===== src/rtl/pipe_ctrl.sv =====
// -----------------------------------------------------------------------------
// pipe_ctrl -- pipeline stall / flush / redirect controller for a 5-stage core.
//
// Merges the per-stage stall requests into a 6-bit stop vector by priority
// (MEM > EX > ID > IF). It also accepts taken branches resolved in EX. An
// accepted branch flushes IF/ID and ID/EX. When IF has a fetch in flight, the
// redirect is held in DRAIN until that fetch returns. The returning fetch is
// discarded, and the PC is redirected in the same cycle.
//
// Optional feature: define PIPE_CTRL_PERF_EN to build two saturating
// performance counters, which count stall cycles and accepted branches.
// Without it, both perf outputs are tied to zero and no counter flops exist.
//
// Ports
//   clk                 in   1   rising-edge clock
//   rst                 in   1   synchronous reset, active high
//   stallreq_if         in   1   IF fetch not ready
//   stallreq_id         in   1   ID hazard (e.g. load-use)
//   stallreq_ex         in   1   EX multi-cycle operation
//   stallreq_mem        in   1   MEM access busy
//   branch_flag         in   1   EX resolved a taken branch/jump
//   branch_target_addr  in   32  taken target
//   if_busy             in   1   IF has an outstanding fetch
//   stall               out  6   bit0 PC .. bit5 MEM/WB, 1 = stop
//   flush               out  1   kill IF/ID and ID/EX at the next edge
//   redirect_valid      out  1   PC loads redirect_pc at the next edge
//   redirect_pc         out  32  redirect target
//   discard_fetch       out  1   IF drops the returning fetch data
//   perf_stall_cycles   out  32  stall-cycle count
//   perf_flush_cnt      out  32  accepted-branch count
// -----------------------------------------------------------------------------
module pipe_ctrl (
  input  logic        clk,
  input  logic        rst,
  input  logic        stallreq_if,
  input  logic        stallreq_id,
  input  logic        stallreq_ex,
  input  logic        stallreq_mem,
  input  logic        branch_flag,
  input  logic [31:0] branch_target_addr,
  input  logic        if_busy,
  output logic [5:0]  stall,
  output logic        flush,
  output logic        redirect_valid,
  output logic [31:0] redirect_pc,
  output logic        discard_fetch,
  output logic [31:0] perf_stall_cycles,
  output logic [31:0] perf_flush_cnt
);

  typedef enum logic {
    IDLE  = 1'b0,
    DRAIN = 1'b1
  } state_t;

  state_t      state_r;
  state_t      state_next_s;
  logic [31:0] target_r;
  logic [31:0] target_next_s;
  logic [5:0]  stall_base_s;

  // Priority merge of stage stall requests. Each pattern stops the requesting
  // stage and everything upstream of it.
  always_comb begin
    stall_base_s = 6'b000000;
    if (stallreq_mem) begin
      stall_base_s = 6'b011111;
    end else if (stallreq_ex) begin
      stall_base_s = 6'b001111;
    end else if (stallreq_id) begin
      stall_base_s = 6'b000111;
    end else if (stallreq_if) begin
      stall_base_s = 6'b000011;
    end else begin
      stall_base_s = 6'b000000;
    end
  end

  // Next-state and output decode. Reset forces all control outputs quiet and
  // drops any pending redirect.
  always_comb begin
    state_next_s   = state_r;
    target_next_s  = target_r;
    stall          = stall_base_s;
    flush          = 1'b0;
    redirect_valid = 1'b0;
    redirect_pc    = target_r;
    discard_fetch  = 1'b0;
    if (rst) begin
      stall         = 6'b000000;
      state_next_s  = IDLE;
      target_next_s = 32'h0000_0000;
    end else begin
      case (state_r)
        IDLE: begin
          // EX/MEM stalls freeze the branch in EX, so it is re-evaluated later.
          if (branch_flag && !stallreq_mem && !stallreq_ex) begin
            flush = 1'b1;
            stall = 6'b000000;
            if (!if_busy) begin
              redirect_valid = 1'b1;
              redirect_pc    = branch_target_addr;
              state_next_s   = IDLE;
            end else begin
              // The fetch in flight must return before the PC may move.
              target_next_s = branch_target_addr;
              state_next_s  = DRAIN;
            end
          end else begin
            state_next_s = IDLE;
          end
        end
        DRAIN: begin
          // Hold the PC and throw away the wrong-path fetch. Any new
          // branch_flag is ignored here.
          discard_fetch = 1'b1;
          stall         = stall_base_s | 6'b000001;
          if (!if_busy) begin
            redirect_valid = 1'b1;
            state_next_s   = IDLE;
          end else begin
            state_next_s = DRAIN;
          end
        end
        default: begin
          state_next_s = IDLE;
        end
      endcase
    end
  end

  // State and latched-target registers.
  always_ff @(posedge clk) begin
    if (rst) begin
      state_r  <= IDLE;
      target_r <= 32'h0000_0000;
    end else begin
      state_r  <= state_next_s;
      target_r <= target_next_s;
    end
  end

`ifdef PIPE_CTRL_PERF_EN
  logic [31:0] stall_cnt_r;
  logic [31:0] flush_cnt_r;

  // Saturating performance counters. flush is high exactly in accepted-branch
  // cycles, so it doubles as the accept strobe.
  always_ff @(posedge clk) begin
    if (rst) begin
      stall_cnt_r <= 32'h0000_0000;
      flush_cnt_r <= 32'h0000_0000;
    end else begin
      if ((stall != 6'b000000) && (stall_cnt_r != 32'hFFFF_FFFF)) begin
        stall_cnt_r <= stall_cnt_r + 32'd1;
      end else begin
        stall_cnt_r <= stall_cnt_r;
      end
      if (flush && (flush_cnt_r != 32'hFFFF_FFFF)) begin
        flush_cnt_r <= flush_cnt_r + 32'd1;
      end else begin
        flush_cnt_r <= flush_cnt_r;
      end
    end
  end

  assign perf_stall_cycles = stall_cnt_r;
  assign perf_flush_cnt    = flush_cnt_r;
`else
  assign perf_stall_cycles = 32'h0000_0000;
  assign perf_flush_cnt    = 32'h0000_0000;
`endif

endmodule

===== config.mk =====
export PLATFORM = sky130hd
export DESIGN_NAME = pipe_ctrl
export DESIGN_NICKNAME = d
export VERILOG_FILES = /design/src/rtl/pipe_ctrl.sv
export SDC_FILE = /design/constraint.sdc
export NUM_CORES = 1
export LEC_CHECK = 0
export ABC_AREA = 1
export CORE_MARGIN = 2
export CORE_UTILIZATION = 30
export DETAILED_ROUTE_END_ITERATION = 8
export PLACE_DENSITY = 0.66
export SETUP_SLACK_MARGIN = 0.5
export SYNTH_ARGS = -nofsm -noshare
export SYNTH_HDL_FRONTEND = slang
export SYNTH_SLANG_ARGS = --single-unit
export TNS_END_PERCENT = 1

===== constraint.sdc =====
create_clock -name clk -period 1.8 [get_ports clk]
set_input_delay 0.45 -clock clk [delete_from_list [all_inputs] [get_ports clk]]
set_output_delay 0.45 -clock clk [all_outputs]
set_load 0.02 [all_outputs]

**Yosys cells after proc, flatten, opt, wreduce, memory -nomap -nowiden**

Cells that the tools add are included.

- Register bits after elaboration: 33
- Output and inout bits: 105
- Input port bits: 40
- Logic and storage cells: 31

- Bitwise operators: 1
- Reductions and logical operators: 5
- Multiplexer cells: 23

Operators by type and width:

| kind | number |
|---|---|
| $mux W32 | 4 |
| $mux W6 | 3 |
| $pmux W6 S2 | 1 |
| $mux W1 | 10 |
| $mux W4 | 1 |
| $pmux W1 S2 | 2 |
| $mux W3 | 1 |
| $reduce_and A3 Y1 | 1 |
| $logic_and A1 B1 Y1 | 2 |
| $logic_not A1 Y1 | 2 |
| $mux W2 | 1 |
| $not A1 Y1 | 1 |

**Longest topological paths before layout**

Gate-level depths: netlist of the first run.

- Depth in word-level cells: 7
- Depth in mapped cells: 6
- Mapped depth without buffers: 6

**Least setup slack after synthesis of the first run**

No wires, ideal clock.

- Kind: input port to output port
- Start: input stallreq_mem
- End: output redirect_pc[10]
- Arrival: 1.229 ns
- Stages: 6
- Path buffers: 1
- Required time: 1.350 ns
- Slack: 0.121 ns
- Path through: nor2_4 nand3_1 inv_2 buf_4 nand3_1 nand2_1

- Cells in the longest elaborated chain, start to end: 6

RTL lines:

| element | line | source |
|---|---|---|
| start, declared | 38 | `input logic stallreq_mem,` |
| $logic_not A1 Y1 | 97 | `if (branch_flag && !stallreq_mem && !stallreq_ex) begin` |
| $logic_and A1 B1 Y1 (2 in series) | 97 |  |
| $mux W32 | 97 |  |
| $mux W32 | 94 | `case (state_r)` |
| $mux W32 | 89 | `if (rst) begin` |
| end, declared | 45 | `output logic [31:0] redirect_pc,` |

No other way between the ends.

**Worst setup path after layout of the first run**

- Start: input stallreq_mem
- End: output redirect_pc[24]

Same word-level chain as after synthesis.

==> key figures, run 1 <==
Run status
  – Status: complete, but fails checks
  – Violations in the final reports: setup timing

Setup path
  – Most used cell, CP: buf_6
  – Slowest cell on crit path: buf_6
  – Worst-path cell chain: buf_8 > nor2_4 > buf_6 > nand4_1 > buf_6 > buf_12 > nand2_4 > nand2_2 > buf_6
  – Reg-to-reg startpoint: state_r
  – R2r endpoint: target_r[10]
  – Startpoint Class: input pin
  – Critical Path Fanout Max: 6
  – Largest stage delay, worst path: 0.20 ns
  – Worst EP arrival: 1.53 ns
  – Delay-heaviest family, CP: buffers and inverters
  – WS Path Type: input pin to primary output
  – Buf+Inv Stages, Crit Path: 5
  – Reg2reg path depth: 6
  – CP required: 1.35 ns
  – Critical Path Sink Type: primary output
  – Reg2reg setup slack: 0.64 ns

Logic synthesis
  – Ys async rst share: 0%
  – Synth Register Bits: 33
  – Synth top area share: a little over a quarter
  – Unique masters post-synth: 19
  – Most instantiated cells after synthesis: 101 x nand2_1, 73 x nor2_1, 68 x buf_4, 36 x inv_1
  – Largest area contributor in the netlist: dfxtp_1
  – Most common cell in the netlist: nand2_1
  – Syn avg cell area: about 6 um2
  – Sequential area share after synthesis: 26.29%
  – Top cells by area, synth: dfxtp_1 26%, buf_4 20%, nand2_1 15%, nor2_1 11%, nand4_1 8.2%
  – Mapped cell area: roughly 0.0025 mm2
  – Synth Warn #: 0
  – EDFF count, synth: 0
  – Cells after Synth: 410
  – Synth Flop Type: dfxtp_1

Final layout
  – Area grow syn2layout: 56.47%
  – # diodes: 0
  – FF/Latch Area: 661.9 um2
  – Post-route insts no fill: 617
  – Final instance area: 0.003931 mm2
  – Area of the multi-input gates: 0.001570 mm2
  – Fraction of layout cells with a size suffix above 1: between 30% and 40%
  – Fill cells: between 800 and 900
  – Fin nets: 552

Floorplanning
  – Standard cell core area: 0.008175 mm2
  – Die Y-Extent: 95.52 um
  – IO Pins: between 100 and 150
  – Die area: 0.009123 mm2
  – Die Wd: 95.52 um
  – Starting Density: 30.73%
  – Site Rows: 33

Place
  – Dpl ws: -0.9098 ns
  – IO Port Bufs: 79
  – Routability Congestion: slightly below 0.8
  – Detailed placement HPWL: 4.907 mm
  – Dpl cells: about 600
  – Area after DPL: 0.003378 mm2

STA
  – Clock Skew: a little over 0.004 ns
  – Min Tclk post-route: 1.981 ns
  – Fin. max-slew vios: 0
  – # setup viols final: 33
  – Final hold violations: 0
  – Min Hold Slack: 0.4547 ns
  – RSZ-0062 raised after global routing: true
  – F_max: 504.9 MHz
  – Period utilisation layout: 110.0%
  – Setup WS post-layout: -0.1807 ns

Routing
  – Final WL: 7.221 mm
  – Final ANT Viol Nets: 0
  – Initial DRC count: 89
  – 1st-pass router iterations: 4
  – Routed via count: 2644
  – Via-per-instance ratio: 4.285
  – Post-route DRC violation count: 0
  – Average wire per standard cell: between 10 and 15 um

Power
  – Pwr per Cell Area: 513.2 mW/mm2
  – Maximum vdd drop: between 0.2 and 0.25 mV
  – Overall Power: about 2.0 mW
  – LEAKAGE: 1.957 nW

Clocking
  – CTS tree: built
  – Clock root buffer: clkbuf_8
  – Clock-pin slew on the worst setup and hold paths: 0.06 ns
  – Skew-Pair Late Insertion Delay: 0.28 ns
  – Num Clock Sinks: 33
  – CTS max path bufs: 2
  – Inserted Clock Buffers: 5
  – CTS H-tree lvls: 2

Min path
  – Worst hold endpoint: state_r
  – Hold Path Stages: 3
  – Min-Delay Path Class: input pin to register
  – Min-delay src: if_busy

Global routing
  – Initial antenna violation count: 0
  – Largest net degree at the start of global routing: 34
  – Vias in the first global route: roughly 2.4k
  – Global-route wire length before repair: between 10 and 15 mm
  – Tot GR Track Use: 15.90%
  – GR Overflow Total: 0

Run
  – Max Cap Viol: 0
cell type report:
| class | count | share of cell area, % |
|---|---|---|
| multi-input combinational | 312 | 39.94 |
| timing repair buffer | 121 | 33.83 |
| sequential | 33 | 16.84 |
| inverter | 39 | 3.851 |
| tap | 105 | 3.342 |
| clock buffer | 7 | 2.196 |
tightest hold or removal path: stages:
cell and delay [ns]:
buf_2 0.14, nand2_1 0.07, a21oi_1 0.04
routing by layer:
metal	track usage, %	share of wire, %	vias up	wire [um]
li1	-	-	1347	-
met5	0	0	-	0
met1	19.69	44	1184	3158
met2	27.88	48	105	3499
met3	3.715	6.6	8	476
met4	3.690	1.2	0	87
cell usage in the layout (no fill, tap or decap):
cell type / synthesis / layout
clkdlybuf4s50_1: 0 / 32
dfxtp_2: 0 / 1
nand2_2: 1 / 54
inv_1: 36 / 35
nand2_1: 101 / 37
nand3_2: 0 / 1
nor2_1: 73 / 69
buf_4: 68 / 23
clkbuf_16: 0 / 1
inv_4: 0 / 2
nand4_1: 33 / 33
dfxtp_1: 33 / 32
conb_1: 1 / 65
clkbuf_1: 11 / 1
buf_12: 0 / 8
nand2_4: 0 / 11
a21oi_1: 2 / 2
buf_2: 7 / 4
nand3_1: 33 / 32
inv_2: 2 / 1
clkinv_1: 1 / 1
dlygate4sd2_1: 0 / 2
buf_16: 0 / 2
buf_6: 3 / 47
clkbuf_8: 0 / 6
nor2_4: 2 / 5
buf_8: 0 / 2
a21boi_2: 0 / 1
nor2_2: 1 / 2
logic make-up after synthesis:
logic type	share of synthesized area [%]
buf+inv	30.68
other cells	0.1493
flops	26.29
simple gates	42.18
compound gates	0.6973
registers in the layout (all words and copies together), names as in the netlist:
signal / flops
target_r: 32
state_r: 1
through the flow:
step / TNS (ns) / util, %
after floorplan: 0 / -
final: -5.319 / 48.09
after detailed placement: -41.79 / 41.32
after CTS: -3.302 / 44.80
after global placement: -40.32 / 41.32
after global routing: -7.037 / 48.09
power breakdown:
part / internal [mW] / total (mW) / switching (mW)
Clock: 0.303 / 0.560 / 0.257
Combinational: 0.283 / 0.680 / 0.397
Sequential: 0.756 / 0.777 / 0.0209
how the worst max path moves through the flow:
| stage | startpoint | slack, ns | cells after the start | endpoint |
|---|---|---|---|---|
| floorplan | stallreq_mem | 0.18 | 5 | redirect_pc[10] |
| global route | stallreq_mem | -0.23 | 9 | redirect_pc[29] |
| CTS | stallreq_ex | -0.13 | 9 | redirect_pc[4] |
| finish | stallreq_mem | -0.18 | 9 | redirect_pc[24] |
| global placement | if_busy | -0.94 | 5 | redirect_valid |
| detailed placement | if_busy | -0.91 | 5 | redirect_valid |
what timing repair did:
| item | 4_1_cts | 5_1_grt |
|---|---|---|
| hold buffers | 0 | 0 |
| hold endpoints to repair | 0 | 0 |
| buffers inserted | 8 | 3 |
| endpoints found under the setup margin | 73 | 72 |
| gates cloned | 3 | 1 |
| gates resized for setup | 280 | 64 |
| pin swaps | 17 | 45 |
Note: power is estimated with default switching activity, not from simulation.
==> run 2, diff against run 1 <==
--- a/config.mk
+++ b/config.mk
@@ -9,7 +9,7 @@
 export CORE_MARGIN = 2
 export CORE_UTILIZATION = 30
 export DETAILED_ROUTE_END_ITERATION = 8
-export PLACE_DENSITY = 0.66
+export PLACE_DENSITY = 0.68
 export SETUP_SLACK_MARGIN = 0.5
 export SYNTH_ARGS = -nofsm -noshare
 export SYNTH_HDL_FRONTEND = slang
==> constraint.sdc (replaced) <==
create_clock -name clk -period 1.82 [get_ports clk]
set_input_delay 0.455 -clock clk [delete_from_list [all_inputs] [get_ports clk]]
set_output_delay 0.455 -clock clk [all_outputs]
set_load 0.02 [all_outputs]
==> run 2 against run 1 <==
Compared with the run above: worst hold slack gained 0.042 ns; wire length shrank 3.7%; clock skew shrank 0.00082 ns; via count grew 0.23%; sequential share of layout area grew 0.23 points; the flow still finishes with violations (setup timing); critical path type unchanged; setup slack gained 0.16 ns; largest power group unchanged; cell count grew 0.32%; cell area shrank 1.3%; count of clock-buffer cells in the layout is the same; first-iteration DRC count shrank 21%.
==> key figures, run 2 (same netlist as run 1, synthesis figures left out) <==
Setup path
  – Critical Path Sink Type: primary output
  – Startpoint Class: input pin
  – WS Path Type: input pin to primary output
  – CP required: 1.36 ns
  – Worst EP arrival: about 1.4 ns
  – Reg2reg setup slack: 0.68 ns
  – R2r endpoint: target_r[15]
  – Critical Path Fanout Max: 3
  – Reg2reg path depth: 6
  – Reg-to-reg startpoint: state_r

Floorplanning
  – Die area: just over 0.009 mm2
  – Starting Density: 30.73%
  – Die Wd: 95.52 um
  – IO Pins: 145
  – Standard cell core area: 0.008175 mm2
  – Die Y-Extent: 95.52 um
  – Site Rows: 33

Final layout
  – Commonest non-fill, non-tap cell in the layout: nor2_1
  – # diodes: 0
  – Final Core Density: between 40% and 50%
  – Fraction of layout cells with a size suffix above 1: 34.44%
  – Area grow syn2layout: 54.38%
  – Biggest registers after layout: target_r: 32 flops, state_r: 1 flops
  – Max reg flops: 32
  – Most frequent cells in the layout: 69 x nor2_1, 65 x conb_1, 56 x nand2_2
  – Top reg by flops: target_r
  – Fin nets: 553

Run status
  – Status: complete, but fails checks
  – Violations in the final reports: setup timing

STA
  – Setup TNS: -0.2186 ns
  – Clock Skew: 0.003224 ns
  – Fin. max-slew vios: 0
  – Period utilisation layout: 101.2%
  – Final hold violations: 0
  – Min Tclk post-route: 1.842 ns
  – Setup WS post-layout: -0.02180 ns
  – RSZ-0062 raised after global routing: true
  – # setup viols final: 19
  – F_max: 542.9 MHz

Global routing
  – Global-route wire length before repair: 11.10 mm
  – Initial antenna violation count: 0
  – Vias in the first global route: 2451
  – Largest net degree at the start of global routing: 34
  – GR Overflow Total: 0
  – Tot GR Track Use: 15.26%

Place
  – Detailed placement HPWL: 4.954 mm
  – Routability Congestion: 0.7486
  – IO Port Bufs: about 80

Min path
  – Min-delay src: target_r[1]
  – Hold Path Stages: 2
  – Min-Delay Path Class: register to register
  – Worst hold endpoint: target_r[1]

Power
  – Maximum vdd drop: about 0.21 mV
  – Pwr per Cell Area: about 520 mW/mm2
  – Overall Power: 2.035 mW
  – LEAKAGE: 1.923 nW

Routing
  – Average wire per standard cell: 11.23 um
  – Post-route DRC violation count: 0
  – Via-per-instance ratio: approximately 4.3
  – Routed via count: 2650
  – Initial DRC count: 70
  – 1st-pass router iterations: 4
  – Final WL: 6.951 mm
  – Final ANT Viol Nets: 0

Clocking
  – CTS max path bufs: 2
  – Skew-Pair Late Insertion Delay: 0.28 ns
  – Inserted Clock Buffers: 5
  – Clock root buffer: clkbuf_8
  – CTS H-tree lvls: 2
  – CTS tree: built
  – Clock-pin slew on the worst setup and hold paths: 0.07 ns
  – Num Clock Sinks: 33

Run
  – Max Cap Viol: 0
## run 2: changes by cell type in the layout (fill, tap and decap cells not counted), moves of 2 or more
| cell | change |
|---|---|
| nand3_1 | -3 |
| buf_12 | -2 |
| buf_4 | +8 |
| nand2_2 | +2 |
| dlygate4sd2_1 | -2 |
| buf_16 | -2 |
| nand3_2 | +3 |
| clkdlybuf4s50_1 | +2 |
## run 2: metal layers
layer	vias up	GRT usage [%]	wire (um)
li1	1350	-	-
met1	1211	17.19	2808
met2	87	29.75	3699
met3	2	3.320	427
met4	0	2.143	17
met5	-	0	0
## run 2: area by class of cell
type                       count  area (um2)
timing repair buffer         122        1252
fill                         846        4297
sequential                    33       661.9
tap                          105       131.4
inverter                      39       148.9
clock buffer                   7       96.34
multi-input combinational    312        1583
clock inverter                 1       5.005
## run 2: report_power, final
group,internal (mW),switching [mW]
sequential,0.748,0.0191
combinational,0.273,0.389
clock,0.342,0.265
total,1.36,0.673
## run 2: how the worst max path moves through the flow
stage               cells past startpoint    startpoint  slack (ns)              end
detailed placement                      7       if_busy       -0.89   redirect_pc[0]
floorplan                               5  stallreq_mem        0.19  redirect_pc[10]
global route                            8  stallreq_mem       -0.09  redirect_pc[24]
CTS                                     8   stallreq_ex       -0.04   redirect_pc[0]
finish                                  6   stallreq_id       -0.02         stall[0]
global placement                        7       if_busy       -0.87  redirect_pc[21]
## run 2: repair_timing
action,CTS,global route
hold buffers,0,0
setup endpoints to repair,73,72
pin swaps,26,10
setup buffers,3,1
gates resized for setup,316,21
cloned,2,0
## run 2: worst max-delay path, stage by stage
cell and delay [ns]:
clkdlybuf4s50_1 0.42, nor2_2 0.14, nand2_1 0.08, nor2_1 0.10
nor2_1 0.04, buf_2 0.15
## run 2: through the flow
stage,setup WS (ns),cells,hold slack [ns],area (um2)
floorplan,0.1875,474,0.4544,2845
global route,-0.08547,619,0.5151,3879
finish,-0.02180,619,0.4969,3879
global placement,-0.8682,605,0.4624,3453
detailed placement,-0.8891,605,0.4721,3453
CTS,-0.03564,618,0.4932,3800
==> run 3, diff against run 2 <==
--- a/config.mk
+++ b/config.mk
@@ -9,7 +9,7 @@
 export CORE_MARGIN = 2
 export CORE_UTILIZATION = 30
 export DETAILED_ROUTE_END_ITERATION = 8
-export PLACE_DENSITY = 0.68
+export PLACE_DENSITY = 0.66
 export SETUP_SLACK_MARGIN = 0.5
 export SYNTH_ARGS = -nofsm -noshare
 export SYNTH_HDL_FRONTEND = slang
==> constraint.sdc (replaced) <==
create_clock -name clk -period 2.4 [get_ports clk]
set_input_delay 0.6 -clock clk [delete_from_list [all_inputs] [get_ports clk]]
set_output_delay 0.6 -clock clk [all_outputs]
set_load 0.02 [all_outputs]
==> run 3 against run 2 <==
Compared with the run above: the flow now finishes without violations; via count is essentially flat; critical path depth rose by 3; wire length up 5.3%; global-route usage is 0.15 points lower; sequential power is 25% lower; flip-flop and latch count unchanged; setup slack better by 0.23 ns; cell count decreased by 1.9%; first-iteration DRC count rose by 23%; sequential share of layout area is 1.0 points higher; die area unchanged.
==> key figures, run 3 (same netlist as run 1, synthesis figures left out) <==
Power
  – Pwr per Cell Area: 401.1 mW/mm2
  – LEAKAGE: 1.839 nW
  – Maximum vdd drop: between 0.15 and 0.2 mV

Clocking
  – Num Clock Sinks: 33
  – CTS H-tree lvls: 2
  – Skew-Pair Late Insertion Delay: around 0.28 ns
  – Inserted Clock Buffers: 5
  – Clock-pin slew on the worst setup and hold paths: 0.06 ns
  – Clock root buffer: clkbuf_8
  – CTS max path bufs: 2
  – CTS tree: built

Final layout
  – Fraction of layout cells with a size suffix above 1: 27.89%
  – Final instance area: 0.003652 mm2
  – Fin nets: about 540
  – Top reg by flops: target_r
  – Biggest registers after layout: target_r: 32 flops, state_r: 1 flops
  – Max reg flops: 32
  – # diodes: 0
  – Most frequent cells in the layout: 72 x nor2_1, 65 x conb_1, 61 x nand2_1
  – Commonest non-fill, non-tap cell in the layout: nor2_1
  – Fill cells: roughly 860
  – Area grow syn2layout: 45.37%
  – Post-route insts no fill: between 600 and 700

Min path
  – Hold Path Stages: 2
  – Min-Delay Path Class: register to register

Setup path
  – CP required: 1.80 ns
  – Most used cell, CP: buf_6
  – Critical Path Sink Type: primary output
  – CP Launch Point: stallreq_mem
  – Delay-heaviest family, CP: buffers and inverters
  – Worst EP arrival: 1.60 ns
  – Critical Path Fanout Max: 8
  – Worst-path cell chain: buf_6 > nor2_4 > buf_6 > nand3_4 > inv_8 > clkbuf_16 > nand3_2 > nand2_2 > buf_6
  – WP depth: 9
  – Reg-to-reg startpoint: state_r
  – Slowest cell on crit path: clkbuf_16
  – Reg2reg setup slack: 1.25 ns
  – Buf+Inv Stages, Crit Path: 5
  – Reg2reg path depth: 6
  – R2r endpoint: target_r[1]
  – Largest stage delay, worst path: 0.17 ns
  – Setup crit end: redirect_pc[19]
  – WS Path Type: input pin to primary output
  – Startpoint Class: input pin

STA
  – Period utilisation layout: 91.53%
  – F_max: roughly 460 MHz
  – # setup viols final: 0
  – Clock Skew: a little under 0.006 ns
  – Fin. max-slew vios: 0
  – Final hold violations: 0
  – Min Hold Slack: 0.4878 ns
  – RSZ-0062 raised after global routing: true
  – Min Tclk post-route: 2.197 ns

Routing
  – Via-per-instance ratio: 4.367
  – Final ANT Viol Nets: 0
  – Final WL: 7.322 mm
  – Post-route DRC violation count: 0
  – Average wire per standard cell: 12.06 um
  – Routed via count: 2651
  – Initial DRC count: 86
  – 1st-pass router iterations: 4

Floorplanning
  – Die Y-Extent: 95.52 um
  – Die Wd: 95.52 um
  – Standard cell core area: approximately 0.008 mm2
  – Die area: about 0.009 mm2
  – Site Rows: 33
  – IO Pins: 145
  – Starting Density: 30.73%

Global routing
  – GR Util met3: around 3.7%
  – Busiest layer in global routing: met2
  – Grt met2 use: 27.76%
  – Vias in the first global route: approximately 2.4k
  – Initial antenna violation count: 0
  – Tot GR Track Use: between 10% and 20%
  – Global-route wire length before repair: 11.00 mm
  – M1 GR Usage: 17.31%
  – Largest net degree at the start of global routing: 34
  – GR Overflow Total: 0

Place
  – IO Port Bufs: 79
  – Area after DPL: 0.003331 mm2
  – Detailed placement HPWL: 4.986 mm
  – Routability Congestion: 0.7901
  – Dpl cells: 590

Run
  – Max Cap Viol: 0

Run status
  – Status: finished clean
[run 3: cell types whose count changed in the layout (fill, tap and decap cells not counted), sizes merged]
cell	before	now
clkdlybuf4s15	0	1
buf	88	66
clkbuf	7	13
clkinv	2	3
dlygate4sd2	0	2
[run 3: routing by layer]
metal	vias up	routed length (um)
met5	-	0
met4	0	44
met3	4	487
met2	106	3751
met1	1210	3038
li1	1331	-
[run 3: worst min path at each step]
stage,startpoint,endpoint,slack (ns)
6_report,target_r[30],target_r[30],0.49
5_1_grt,target_r[3],target_r[3],0.51
4_1_cts,target_r[3],target_r[3],0.49
3_5_place_dp,target_r[23],target_r[23],0.47
3_3_place_gp,target_r[23],target_r[23],0.46
2_1_floorplan,target_r[0],target_r[0],0.45
[run 3: worst register-to-register path, stage by stage (launching register included)]
cell     delay (ns)
dfxtp_1        0.35
inv_2          0.14
nand2_1        0.11
nor2_4         0.15
buf_12         0.17
nor2_1         0.06
nor2_1         0.11
[run 3: timing repair]
action,in CTS,in global routing
cloned,1,3
gates resized for setup,198,59
setup buffers,5,0
endpoints found under the hold margin,0,0
pin swaps,3,13
hold buffers,0,0
setup endpoints to repair,40,40
[run 3: per-stage QoR]
step / utilization [%] / worst slack [ns] / setup TNS [ns] / power (mW)
finish: 44.67 / 0.2033 / 0 / 1.465
global route: 44.67 / 0.1393 / 0 / 1.553
CTS: 41.98 / 0.1070 / 0 / 1.450
detailed placement: 40.74 / -0.6465 / -22.59 / 1.036
global placement: 40.74 / -0.6276 / -22.00 / 1.032
floorplan: - / 0.4498 / 0 / 0.9351
[run 3: where the power goes]
| part | internal (mW) | total, mW | switching, mW |
|---|---|---|---|
| clock | 0.201 | 0.410 | 0.209 |
| combinational | 0.181 | 0.477 | 0.295 |
| sequential | 0.567 | 0.578 | 0.0114 |
[run 3: layout make-up]
type	instances	area [um2]	share of cell area, %
Clock buffer	6	72.57	1.987
Clock inverter	2	10.01	0.2741
Inverter	39	153.9	4.214
Multi-Input combinational cell	312	1531	41.93
Sequential cell	33	660.6	18.09
Tap cell	105	131.4	3.597
Timing Repair Buffer	110	1092	29.91
